===== src/rtl/tx_alignment_framer.sv =====
// Transmit-side alignment framer: sends training words until the far end aligns,
// then a sync marker burst, then user data (or idle fill) under valid/ready.
module tx_alignment_framer #(
  parameter logic [19:0] TRAIN_PATTERN = 20'h3E0F8,
  parameter logic [39:0] SYNC_WORD     = 40'hBC0F0_F03BC,
  parameter logic [39:0] IDLE_WORD     = 40'h1F07C_1F07C,
  parameter int unsigned TRAIN_MIN     = 64,
  parameter int unsigned SYNC_LEN      = 4
) (
  input  logic        sys_clk,
  input  logic        sys_rst_n,
  input  logic [39:0] din,
  input  logic        din_valid,
  output logic        din_ready,
  input  logic        aligned,
  input  logic        retrain,
  output logic [39:0] dout,
  output logic        training,
  output logic        link_up,
  output logic [7:0]  link_drops
);

  localparam int unsigned DW = 40;
  localparam int unsigned CW = 8;
  localparam int unsigned SW = 4;

  localparam logic [DW-1:0] TRAIN_WORD = {TRAIN_PATTERN, TRAIN_PATTERN};
  localparam logic [CW-1:0] TRAIN_LAST = CW'(TRAIN_MIN - 1);
  localparam logic [CW-1:0] TRAIN_SAT  = CW'(TRAIN_MIN);
  localparam logic [SW-1:0] SYNC_LAST  = SW'(SYNC_LEN - 1);

  localparam logic [1:0] S_TRAIN = 2'd0;
  localparam logic [1:0] S_SYNC  = 2'd1;
  localparam logic [1:0] S_DATA  = 2'd2;

  logic [1:0]    r_state;
  logic [DW-1:0] r_dout;
  logic          r_training;
  logic          r_link_up;
  logic [CW-1:0] r_link_drops;
  logic [CW-1:0] r_train_cnt;
  logic [SW-1:0] r_sync_cnt;

  logic [1:0]    w_state_nxt;
  logic [DW-1:0] w_dout_nxt;
  logic          w_training_nxt;
  logic          w_link_up_nxt;
  logic [CW-1:0] w_link_drops_nxt;
  logic [CW-1:0] w_train_cnt_nxt;
  logic [SW-1:0] w_sync_cnt_nxt;
  logic [CW-1:0] w_drops_inc;
  logic [CW-1:0] w_train_inc;
  logic          w_ready;
  logic          w_accept;

  assign w_ready    = (r_state == S_DATA) & aligned & ~retrain;
  assign w_accept   = din_valid & w_ready;
  assign din_ready  = w_ready;
  assign w_drops_inc = (r_link_drops == 8'hFF) ? r_link_drops : r_link_drops + 8'd1;
  assign w_train_inc = (r_train_cnt < TRAIN_SAT) ? r_train_cnt + 8'd1 : r_train_cnt;

  // Next-state and next-output logic; retrain overrides every state.
  always_comb begin
    w_state_nxt      = r_state;
    w_dout_nxt       = r_dout;
    w_training_nxt   = r_training;
    w_link_up_nxt    = r_link_up;
    w_link_drops_nxt = r_link_drops;
    w_train_cnt_nxt  = r_train_cnt;
    w_sync_cnt_nxt   = r_sync_cnt;

    if (retrain) begin
      w_state_nxt     = S_TRAIN;
      w_dout_nxt      = TRAIN_WORD;
      w_training_nxt  = 1'b1;
      w_link_up_nxt   = 1'b0;
      w_train_cnt_nxt = 8'd1;
      w_sync_cnt_nxt  = 4'd0;
      if (r_state == S_DATA) w_link_drops_nxt = w_drops_inc;
    end else begin
      case (r_state)
        S_TRAIN: begin
          w_dout_nxt      = TRAIN_WORD;
          w_training_nxt  = 1'b1;
          w_link_up_nxt   = 1'b0;
          w_train_cnt_nxt = w_train_inc;
          if ((r_train_cnt >= TRAIN_LAST) && aligned) begin
            w_state_nxt    = S_SYNC;
            w_sync_cnt_nxt = 4'd0;
          end
        end
        S_SYNC: begin
          w_training_nxt = 1'b1;
          w_link_up_nxt  = 1'b0;
          if (!aligned) begin
            // Lost alignment mid-marker: this word already counts as training.
            w_state_nxt     = S_TRAIN;
            w_dout_nxt      = TRAIN_WORD;
            w_train_cnt_nxt = 8'd1;
            w_sync_cnt_nxt  = 4'd0;
          end else begin
            w_dout_nxt     = SYNC_WORD;
            w_sync_cnt_nxt = r_sync_cnt + 4'd1;
            if (r_sync_cnt == SYNC_LAST) w_state_nxt = S_DATA;
          end
        end
        S_DATA: begin
          w_dout_nxt     = w_accept ? din : IDLE_WORD;
          w_training_nxt = 1'b0;
          w_link_up_nxt  = 1'b1;
          if (!aligned) begin
            w_state_nxt      = S_TRAIN;
            w_train_cnt_nxt  = 8'd0;
            w_link_drops_nxt = w_drops_inc;
          end
        end
        default: begin
          w_state_nxt     = S_TRAIN;
          w_dout_nxt      = TRAIN_WORD;
          w_training_nxt  = 1'b1;
          w_link_up_nxt   = 1'b0;
          w_train_cnt_nxt = 8'd0;
          w_sync_cnt_nxt  = 4'd0;
        end
      endcase
    end
  end

  always_ff @(posedge sys_clk or negedge sys_rst_n) begin
    if (!sys_rst_n) begin
      r_state      <= S_TRAIN;
      r_dout       <= 40'd0;
      r_training   <= 1'b0;
      r_link_up    <= 1'b0;
      r_link_drops <= 8'd0;
      r_train_cnt  <= 8'd0;
      r_sync_cnt   <= 4'd0;
    end else begin
      r_state      <= w_state_nxt;
      r_dout       <= w_dout_nxt;
      r_training   <= w_training_nxt;
      r_link_up    <= w_link_up_nxt;
      r_link_drops <= w_link_drops_nxt;
      r_train_cnt  <= w_train_cnt_nxt;
      r_sync_cnt   <= w_sync_cnt_nxt;
    end
  end

  assign dout       = r_dout;
  assign training   = r_training;
  assign link_up    = r_link_up;
  assign link_drops = r_link_drops;

endmodule


===== config.mk =====
export PLATFORM = sky130hd
export DESIGN_NAME = tx_alignment_framer
export DESIGN_NICKNAME = d
export VERILOG_FILES = /design/src/rtl/tx_alignment_framer.sv
export SDC_FILE = /design/constraint.sdc
export NUM_CORES = 1
export LEC_CHECK = 0
export ABC_CLOCK_PERIOD_IN_PS = 1800
export CORE_MARGIN = 4
export CORE_UTILIZATION = 44
export CTS_CLUSTER_DIAMETER = 150
export CTS_CLUSTER_SIZE = 25
export DETAILED_ROUTE_END_ITERATION = 16
export PLACE_DENSITY = 0.84
export SYNTH_ARGS = -nofsm -noshare
export SYNTH_HDL_FRONTEND = slang
export SYNTH_SLANG_ARGS = --single-unit

===== constraint.sdc =====
create_clock -name sys_clk -period 1.8 [get_ports sys_clk]
set_input_delay 0.54 -clock sys_clk [delete_from_list [all_inputs] [get_ports sys_clk]]
set_output_delay 0.54 -clock sys_clk [all_outputs]
set_load 0.05 [all_outputs]

; ---- After elaboration in Yosys (flattened, before gate mapping)
; Index checks and enable logic that the tools add are counted.
[totals]
wordCells = 61
out_inout_bits = 51
regBits = 64
input_bits = 45
[op_classes]
magnitude_cmp = 2
addsub = 3
muxes = 28
eq_ne = 11
n_reduce_logical = 6
bitwise = 4
[op_table]
columns = op, n
row1 = $mux W40, 3
row2 = $pmux W40 S2, 1
row3 = $mux W8, 9
row4 = $pmux W8 S3, 1
row5 = $add A8 B1 Y8 const B, 2
row6 = $mux W4, 3
row7 = $ne A3 B3 Y1 const B, 4
row8 = $pmux W4 S3, 1
row9 = $mux W2, 5
row10 = $eq A8 B8 Y1 const B, 1
row11 = $ge A8 B6 Y1 const B, 1
row12 = $lt A8 B7 Y1 const B, 1
row13 = $pmux W2 S3, 1
row14 = $reduce_and A3 Y1, 2
row15 = $add A4 B1 Y4 const B, 1
row16 = $eq A4 B2 Y1 const B, 1
row17 = $mux W1, 4
row18 = $ne A4 B4 Y1 const B, 1
row19 = $reduce_and A2 Y1, 2
row20 = $and A1 B1 Y1, 3
row21 = $eq A2 B1 Y1 const B, 1
row22 = $eq A2 B2 Y1 const B, 1
row23 = $logic_not A2 Y1, 1
row24 = $ne A2 B1 Y1 const B, 1
row25 = other kinds (3), 3

; ---- Longest topological paths before layout
[depth]
ltp_word = 7
depth_mapped = 7
depth_no_buf = 6

; ---- Worst setup path before layout
; No wires, ideal clock.
[synth_path]
path_type = register to output
from = register r_state[0]
to = output din_ready
n_path_buf = 1
required_time_ns = 1.260
path_slack_ns = -0.135
path_stages_with_launch = 5
arrival_ns = 1.395
path_cell_list = dfrtp_1 -> inv_1 -> ha_1 -> clkbuf_1 -> and2_1
[synth_via]
elab_chain_cells = 3
[synth_rtl]
columns = item, line_no
row1 = "start, declared", 36  ; logic [1:0] r_state;
row2 = "start signal, assigned", 139  ; r_state <= w_state_nxt;
row3 = $eq A2 B2 Y1, 56  ; assign w_ready = (r_state == S_DATA) & aligned & ~retrain;
row4 = $and A1 B1 Y1 (2 in a row), 56
row5 = "end, declared", 14  ; output logic din_ready,
; No other way between the ends.

; ---- Final worst setup path
[layout_path]
from = input retrain
to = output din_ready
[layout_via]
elab_chain_cells = 2
[layout_rtl]
columns = item, line_no
row1 = "start, declared", 16  ; input logic retrain,
row2 = $not A1 Y1, 56
row3 = $and A1 B1 Y1, 56
; No other way between the ends.

==> metrics.txt <==
# diodes 0; Final ANT Viol Nets 0; clk buf depth 2; Flop pwr share 31.3%; Area growth syn-to-layout 59.8%; Final Cell Area 0.00417 mm²; crit end category primary output; Clock Latency Late Sink about 330 ps; Die Y between 80 and 90 µm; Switch Pwr ~2.7 mW; clock slew at reported path FFs 70 ps; footprint of the multi-input gates 0.00102 mm²; internal power 3.74 mW; die area 0.00722 mm²; Seq/Total Area, Yosys 61.4%; Max stage delay on crit path 270 ps; largest net degree at the start of global routing 65; Vias/cell between 5 and 6; clock tree from TritonCTS built; initial antenna violation count 0; fillers 399; TritonCTS Buffers 9; HPWL Detailed 4760 µm; TritonCTS Sinks 64; Final Cycle Share 106%; Clock H-tree levels 3; total vias in the final route 2256; Worst EP required between 1000 and 1500 ps; crit path time final 1900 ps; vias in the first global route 2304; synth unique cells 42; met1 WL 2470 µm; Critical Path AT 1360 ps; final hold violation count 0; met2 wire length between 3000 and 4000 µm; power per cell area 1540 mW/mm²; # nets final ~420; Chip Width 85.0 µm; RSZ-0062 raised after global routing yes; reg-to-reg slack, setup 0 ps; clock skew 9.25 ps; routed wl met3 413 µm; Finish-stage setup viols 1; worst hold-check path type in -> async; syn_nets 287; highest-count cells in the layout ignoring fill and taps 68 x buf_4, 63 x dfrtp_1, 41 x clkdlybuf4s50_1; Initial DRC Count between 90 and 100; worst-path maximum fanout 5; power share of the combinational group 48.1%; IO Count 96; gpl congestion 0.814; Overall Global Routing Usage 18.8%; crit start category primary input; leakage 1.92 nW; number of max-cap violations 0; wire per inst 15.3 µm; Sw Share 41.7%; Final Max Slew Viols 0; drt drc 0; final hold slack 211 ps; FF+latch area 0.00160 mm²; Syn Area/Cell roughly 11 µm²; commonest non-fill, non-tap cell in the layout buf_4; drt total wl 6780 µm; first-pass GRT wire length 10800 µm; highest metal used met4; Worst-Margin Slew 408 ps; mapped cell area 0.00261 mm²; Core Footprint 0.00564 mm²; row cnt 27; VDD IR-drop max 0.000968 V; area post-placement ~0.0038 mm²; status complete, but fails checks; cell family with most CP delay simple AND/OR/NAND/NOR gates; Setup WS post-layout -100 ps; DR pass1 iterations 4; CTS root buf clkbuf_8; share of cells above drive strength 1 31.8%; Clk pwr share about a fifth; yosys warns 0; CP bufs+invs 2; Synth Register Bits 64; CTS Hold Bufs 0; Max Fclk 0.526 GHz; Syn Inst Count 236; total grt overflow 0; Port Buf Inserts 95; violated checks negative setup slack; Initial Util 46.2%; Crit Path Category in -> out; CP cell instances dlygate4sd2_1 -> and2b_1 -> and2_4 -> buf_12; Rel. slew slack 72.7%; Slowest cell on crit path dlygate4sd2_1
[final timing paths]
kind | start | end | cells after the start
setup / recovery | retrain | din_ready | 4
hold / removal | sys_rst_n | dout[38] | 2
setup reg to reg | r_state[1] | r_train_cnt[3] | 8
hold reg to reg | r_train_cnt[7] | r_train_cnt[7] | 1
max in group asynchronous | sys_rst_n | r_state[1] | 2
min in group sys_clk | r_train_cnt[7] | r_train_cnt[7] | 1
[cell type report]
type / count / area share, %
Multi-Input combinational cell: 155 / 24.5
Inverter: 11 / 0.991
Sequential cell: 64 / 38.5
Timing Repair Buffer: 126 / 28.9
Tap cell: 72 / 2.16
Clock buffer: 9 / 2.97
Clock inverter: 6 / 2.04
[metal layers]
layer,track usage [%],up-vias
li1,-,1078
met1,20.3,1084
met5,0,-
met3,5.05,13
met2,34.6,81
met4,7.19,0
[logic make-up (layout without fill, tap and decap cells)]
group / Yosys count / count (layout) / share of synthesized area (%)
muxes: 1 / 1 / 0.432
adders and majority gates: 6 / 6 / 2.88
and+or+nand+nor: 84 / 84 / 16.9
buffers and inverters: 18 / 152 / 2.78
AOI/OAI and AO/OA: 56 / 57 / 13.2
xor gates and xnor gates: 7 / 7 / 2.35
DFF: 64 / 64 / 61.4
[through the flow]
stage	worst slack, ps	std cells	power, mW	TNS, ps	utilization [%]
finish	-100	443	6.41	-100	73.8
global route	-126	443	6.73	-270	73.8
CTS	-88.5	440	6.34	-161	72.8
detailed placement	-515	417	4.83	-16160	67.2
global placement	-410	417	4.76	-13450	67.2
floorplan	3.94	236	3.67	0	-
[state kept, by name (all words and copies together) (netlist names)]
| name | cells |
|---|---|
| dout | 40 |
| link_drops | 8 |
| link_up | 1 |
| r_state | 2 |
| r_sync_cnt | 4 |
| r_train_cnt | 8 |
| training | 1 |
[Yosys cell counts, drive strengths merged]
cell type	number	share of area, %
o22ai	1	0.24
o31ai	2	0.58
nand3	7	1.5
nand4bb	1	0.43
o211a	1	0.38
mux2	1	0.43
nor4	3	0.72
and3	3	0.72
nor2b	1	0.24
a21o	6	1.7
o21a	2	0.58
or3b	1	0.34
or4	2	0.58
nor2	15	2.3
nand4	4	0.96
nand2b	4	0.96
a21oi	6	1.2
nor3b	1	0.29
nand3b	2	0.58
or2	1	0.24
buf	5	0.91
a21boi	1	0.29
xor2	3	1.0
o22a	3	1.0
and2b	1	0.29
o2bb2ai	2	0.67
dfrtp	64	61
ha	6	2.9
xnor2	4	1.3
nand2	24	3.5
clkbuf	2	0.29
o21ai	30	5.8
and2	12	2.9
inv	11	1.6
o221a	1	0.43
a2111oi	1	0.34
or3	2	0.48
[power by group through the flow]
stage	combinational [mW]	clock (mW)	sequential, mW
4_1_cts	3.00	1.34	2.00
2_1_floorplan	0.740	0	2.93
3_3_place_gp	2.75	0	2.01
3_5_place_dp	2.81	0	2.02
5_1_grt	3.28	1.41	2.04
6_report	3.09	1.32	2.01
[worst reg2reg max path, stage by stage (launching register included)]
cell and delay [ps]:
dfrtp_2 410, buf_4 120, inv_2 40, ha_2 180, nand2b_1 190, o22ai_4 120, buf_4 170, or3_1 350
a21oi_1 150
[repair_timing]
action	CTS	global route
gates cloned	1	1
gates resized for setup	12	9
pin swaps	5	3
setup buffers	7	2
setup endpoints to repair	9	12
Power figures use the tool's default switching activity.
==> RTL change 1, RTL diff (same settings) <==
Change the localparam `SW` from 4 to 8.
--- a/src/rtl/tx_alignment_framer.sv
+++ b/src/rtl/tx_alignment_framer.sv
@@ -22,7 +22,7 @@
 
   localparam int unsigned DW = 40;
   localparam int unsigned CW = 8;
-  localparam int unsigned SW = 4;
+  localparam int unsigned SW = 8;
 
   localparam logic [DW-1:0] TRAIN_WORD = {TRAIN_PATTERN, TRAIN_PATTERN};
   localparam logic [CW-1:0] TRAIN_LAST = CW'(TRAIN_MIN - 1);
Behaviour: no difference found for any inputs over 10 cycles, from zero or initial values and one cycle with sys_rst_n low; that may be too few to reach the edited logic, so the function may still have changed.
==> RTL change 1 against the original RTL <==
  * Worst setup slack improved by 0.12 ns
  * First-iteration DRC count grew 42%
  * Count of clock-buffer cells in the layout increased by 1
  * Wire length increased by 15%
  * Worst hold slack worse by 0.014 ns
  * Via count is 13% higher
  * Area after synthesis rose by 11%
  * Sequential cell count grew 4
  * Cell area is 7.1% higher
  * Fmax up 6.9%
Power is not compared: it rests on default switching activity, and its combinational part moved more than twofold at a synthesized area within 25%.
==> RTL change 1: results (changes against the original RTL) <==
outcome finished, final reports clean; WL met2 3920 um (+4.2%); slowest stage delay, CP 0.23 ns (-0.04 ns); register area share after synthesis 58.6% (-2.9 points); Reg-to-Reg End r_sync_cnt[5]$_DFFE_PN0P_; worst slack, placed -0.456 ns (+0.0585 ns); largest net degree at the start of global routing 69 (+6.2%); fmax 0.562 GHz (+6.9%); filler instances 454 (+14%); Worst path slowest cell clkdlybuf4s15_2; Cell variety after synth 47 (+12%); power in the clock group 1510 uW; Reg2Reg Launch Point r_train_cnt[1]$_DFFE_PN0P_; cell family with most CP delay buffers and inverters; HP Class input port to async pin; wire length on met3 663 um (+61%); wl on met1 2990 um (+21%); crit path from aligned; FF-to-FF path depth 5 (-3); Routed WL 7800 um (+15%); post-synthesis mux area share 0.388% (-0.044 points); ANT cells 0 (unchanged); r2r setup slk 0.07 ns (+0.07 ns); vias in the first global route 2542 (+10%); clk_lat worst skew 0.35 ns (+0.02 ns); top cells by count, synth 68 x dfrtp_1, 30 x o21ai_0, 24 x nand2_1; Initial DRC Count 135 (+42%); post-CTS resize count 14 (+2); Post-Synth Adder-Cell Area 2.58% (-0.30 points); Worst Tran Pin Value 0.352 ns (-0.0564 ns); post-CTS setup buffers 1 (-6); top post-synthesis cells by area dfrtp_1 59%, o21ai_0 5.2%, nand2_1 3.1%; layout cell share with drive strength beyond 1 31.6% (-0.20 points); fin nets 451 (+7.9%); xor/xnor cell area share of the yosys netlist 2.11% (-0.24 points); GRT Total Usage 20.0% (+1.2 points); GPL Wtd Cong 0.836 (+2.7%); Mapped Nets 321 (+12%); Vias/cell 5.31 (+4.3%); DP HPWL 5450 um (+15%); post-synthesis compound-gate area fraction 16.2% (+3.1 points); Setup Skew 0.00726 ns (-0.00199 ns); final setup violation count 0 (-1)
==> RTL change 1: cell type report <==
| type | count | area share [%] |
|---|---|---|
| inverters | 12 | 1.01 |
| flip-flops and latches | 68 | 38.2 |
| well taps | 77 | 2.16 |
| clock inverters | 6 | 2.52 |
| clock buffers | 10 | 2.86 |
| multi-input cells | 178 | 25.7 |
| repair buffers | 131 | 27.5 |
==> RTL change 1: per-stage QoR <==
stage | TNS, ns | utilization (%) | hold WS (ns) | cells | instance area [um2]
after global routing | -0.0487 | 69.9 | 0.211 | 482 | 4460
after floorplan | 0 | - | 0.244 | 270 | 2910
after detailed placement | -19.08 | 65.0 | 0.507 | 463 | 4150
after global placement | -16.94 | 65.0 | 0.501 | 463 | 4150
final | 0 | 69.9 | 0.197 | 482 | 4460
after CTS | 0 | 69.4 | 0.211 | 480 | 4430
==> RTL change 1: metal layers <==
layer  GRT usage (%)  vias to the layer above
met5               0                        -
met4            8.80                        0
met3            5.81                       19
met2            33.5                      113
met1            23.8                     1229
li1                -                     1199
==> RTL change 2, RTL diff (config.mk and constraints unchanged) <==
Made on the original files. Take the reset off `r_dout` and load it in a clocked block of its own.
--- a/src/rtl/tx_alignment_framer.sv
+++ b/src/rtl/tx_alignment_framer.sv
@@ -129,7 +129,6 @@
   always_ff @(posedge sys_clk or negedge sys_rst_n) begin
     if (!sys_rst_n) begin
       r_state      <= S_TRAIN;
-      r_dout       <= 40'd0;
       r_training   <= 1'b0;
       r_link_up    <= 1'b0;
       r_link_drops <= 8'd0;
@@ -137,13 +136,16 @@
       r_sync_cnt   <= 4'd0;
     end else begin
       r_state      <= w_state_nxt;
-      r_dout       <= w_dout_nxt;
       r_training   <= w_training_nxt;
       r_link_up    <= w_link_up_nxt;
       r_link_drops <= w_link_drops_nxt;
       r_train_cnt  <= w_train_cnt_nxt;
       r_sync_cnt   <= w_sync_cnt_nxt;
     end
+  end
+
+  always_ff @(posedge sys_clk) begin
+    r_dout <= w_dout_nxt;
   end
 
   assign dout       = r_dout;
Behaviour: not the same (Yosys sat finds a counterexample within 4 cycles, from zero or initial values and one cycle with sys_rst_n low).
==> RTL change 2 against the original RTL <==
  * The flow still finishes with violations (setup timing)
  * First-iteration DRC count down 6.3%
  * Critical path depth up 2
  * Area after synthesis down 6.5%
  * Sequential share of layout area down 2.8 points
  * Count of clock-buffer cells in the layout up 3
  * Cell area down 5.6%
  * Wire length down 4.0%
  * Sequential cell count unchanged
  * Worst setup slack worse by 0.035 ns
  * Non-clock buffer count down 1
  * Largest cell class unchanged
Power is not compared: it rests on default switching activity, and its combinational part moved more than twofold at a synthesized area within 25%.
==> RTL change 2: results (changes against the original RTL) <==
outcome finished with violations; failing checks setup timing; met2 usage 30.0% (-4.6 points); final setup violation count 3 (+2); Worst Tran Pin Value 0.490 ns (+0.0825 ns); CP max FO 2 (-3); hold slack 0.501 ns (+0.290 ns); worst slack, placed -0.494 ns (+0.0210 ns); Routed WL 6510 um (-4.0%); Setup Skew 0.00911 ns (-0.000137 ns); multi-input gate share of total cell area 26.6% (+2.1 points); Cell variety after synth 44 (+4.8%); Initial DRC Count 89 (-6.3%); post-synthesis compound-gate area fraction 15.5% (+2.4 points); area delta synth->final 61.4%; met3 Use GR 5.31% (+0.27 points); Reg-to-Reg End r_state[1]$_DFFE_PN0P_; DP Area 3630 um2 (-4.4%); multi-input gates 157 (+1.3%); DP HPWL 4690 um (-1.3%); GPL Wtd Cong 0.823 (+1.1%); clock buffers 12 (+3); max reg flops 40 (unchanged); vias in the first global route 2079 (-9.8%); multi-input logic area 1050 um2 (+2.7%); wire length on met3 449 um (+8.7%); largest net degree at the start of global routing 25 (-62%); post-synthesis mux area share 0.873% (+0.44 points); CP Data Arrival Time 1.39 ns (+0.03 ns); register area share after synthesis 57.5% (-3.9 points); HP Class register to register; final worst slack -0.135 ns (-0.0347 ns); routed via count 2214 (-1.9%); Mapped Nets 288 (+0.35%); Post-synth ARST share 37.5% (-63 points); filler instances 368 (-7.8%); Gate Count Post-Synth 237 (+0.42%); GRT Total Usage 19.1% (+0.37 points); top cells by count, synth 40 x dfxtp_1, 30 x o21ai_0, 24 x dfrtp_1; crit path from r_state[0]$_DFFE_PN0P_; r2r setup slk -0.02 ns (-0.02 ns); fin cells 441 (-0.45%); xor/xnor cell area share of the yosys netlist 2.52% (+0.16 points); Post-Synth Adder-Cell Area 3.08% (+0.20 points); layout cell share with drive strength beyond 1 31.5% (-0.27 points); first-pass GRT wire length 9550 um (-11%); non-clk buf share 29.8% (+0.88 points); placed cell count 418 (+0.24%); fraction of area in registers 35.6% (-2.8 points); GR Layer Usage met1 23.5% (+3.3 points)
RTL change 2: cell types whose count changed in the layout (fill, tap and decap cells not counted), moves of 3 or more:
cell	change
a21oi_1	-3
buf_4	+3
dfrtp_1	-39
dfxtp_1	+40
nand2_1	-3
nand3_1	+5
nand4_1	-3
nor2_1	+4
nor3_1	+3
o21ai_0	+21
o21ai_1	-21
o31ai_1	+3
RTL change 2: power groups by stage:
stage | Combinational, uW | Sequential [uW] | Clock (uW)
global route | 1540 | 1710 | 1270
floorplan | 345 | 2180 | 0
detailed placement | 1340 | 1710 | 0
CTS | 1370 | 1690 | 1200
finish | 1460 | 1690 | 1160
global placement | 1310 | 1710 | 0
RTL change 2: critical path, cell delays in order, from the launching register on:
cell,delay (ns)
dfrtp_1,0.40
inv_2,0.09
ha_4,0.14
nor2b_4,0.14
inv_2,0.06
nor2_4,0.10
buf_12,0.14
RTL change 2: timing repair:
action                     CTS  global route
resized for setup            8             6
setup buffers                3             3
setup endpoints to repair    2            10
cloned                       0             1
pin swaps                    1             4
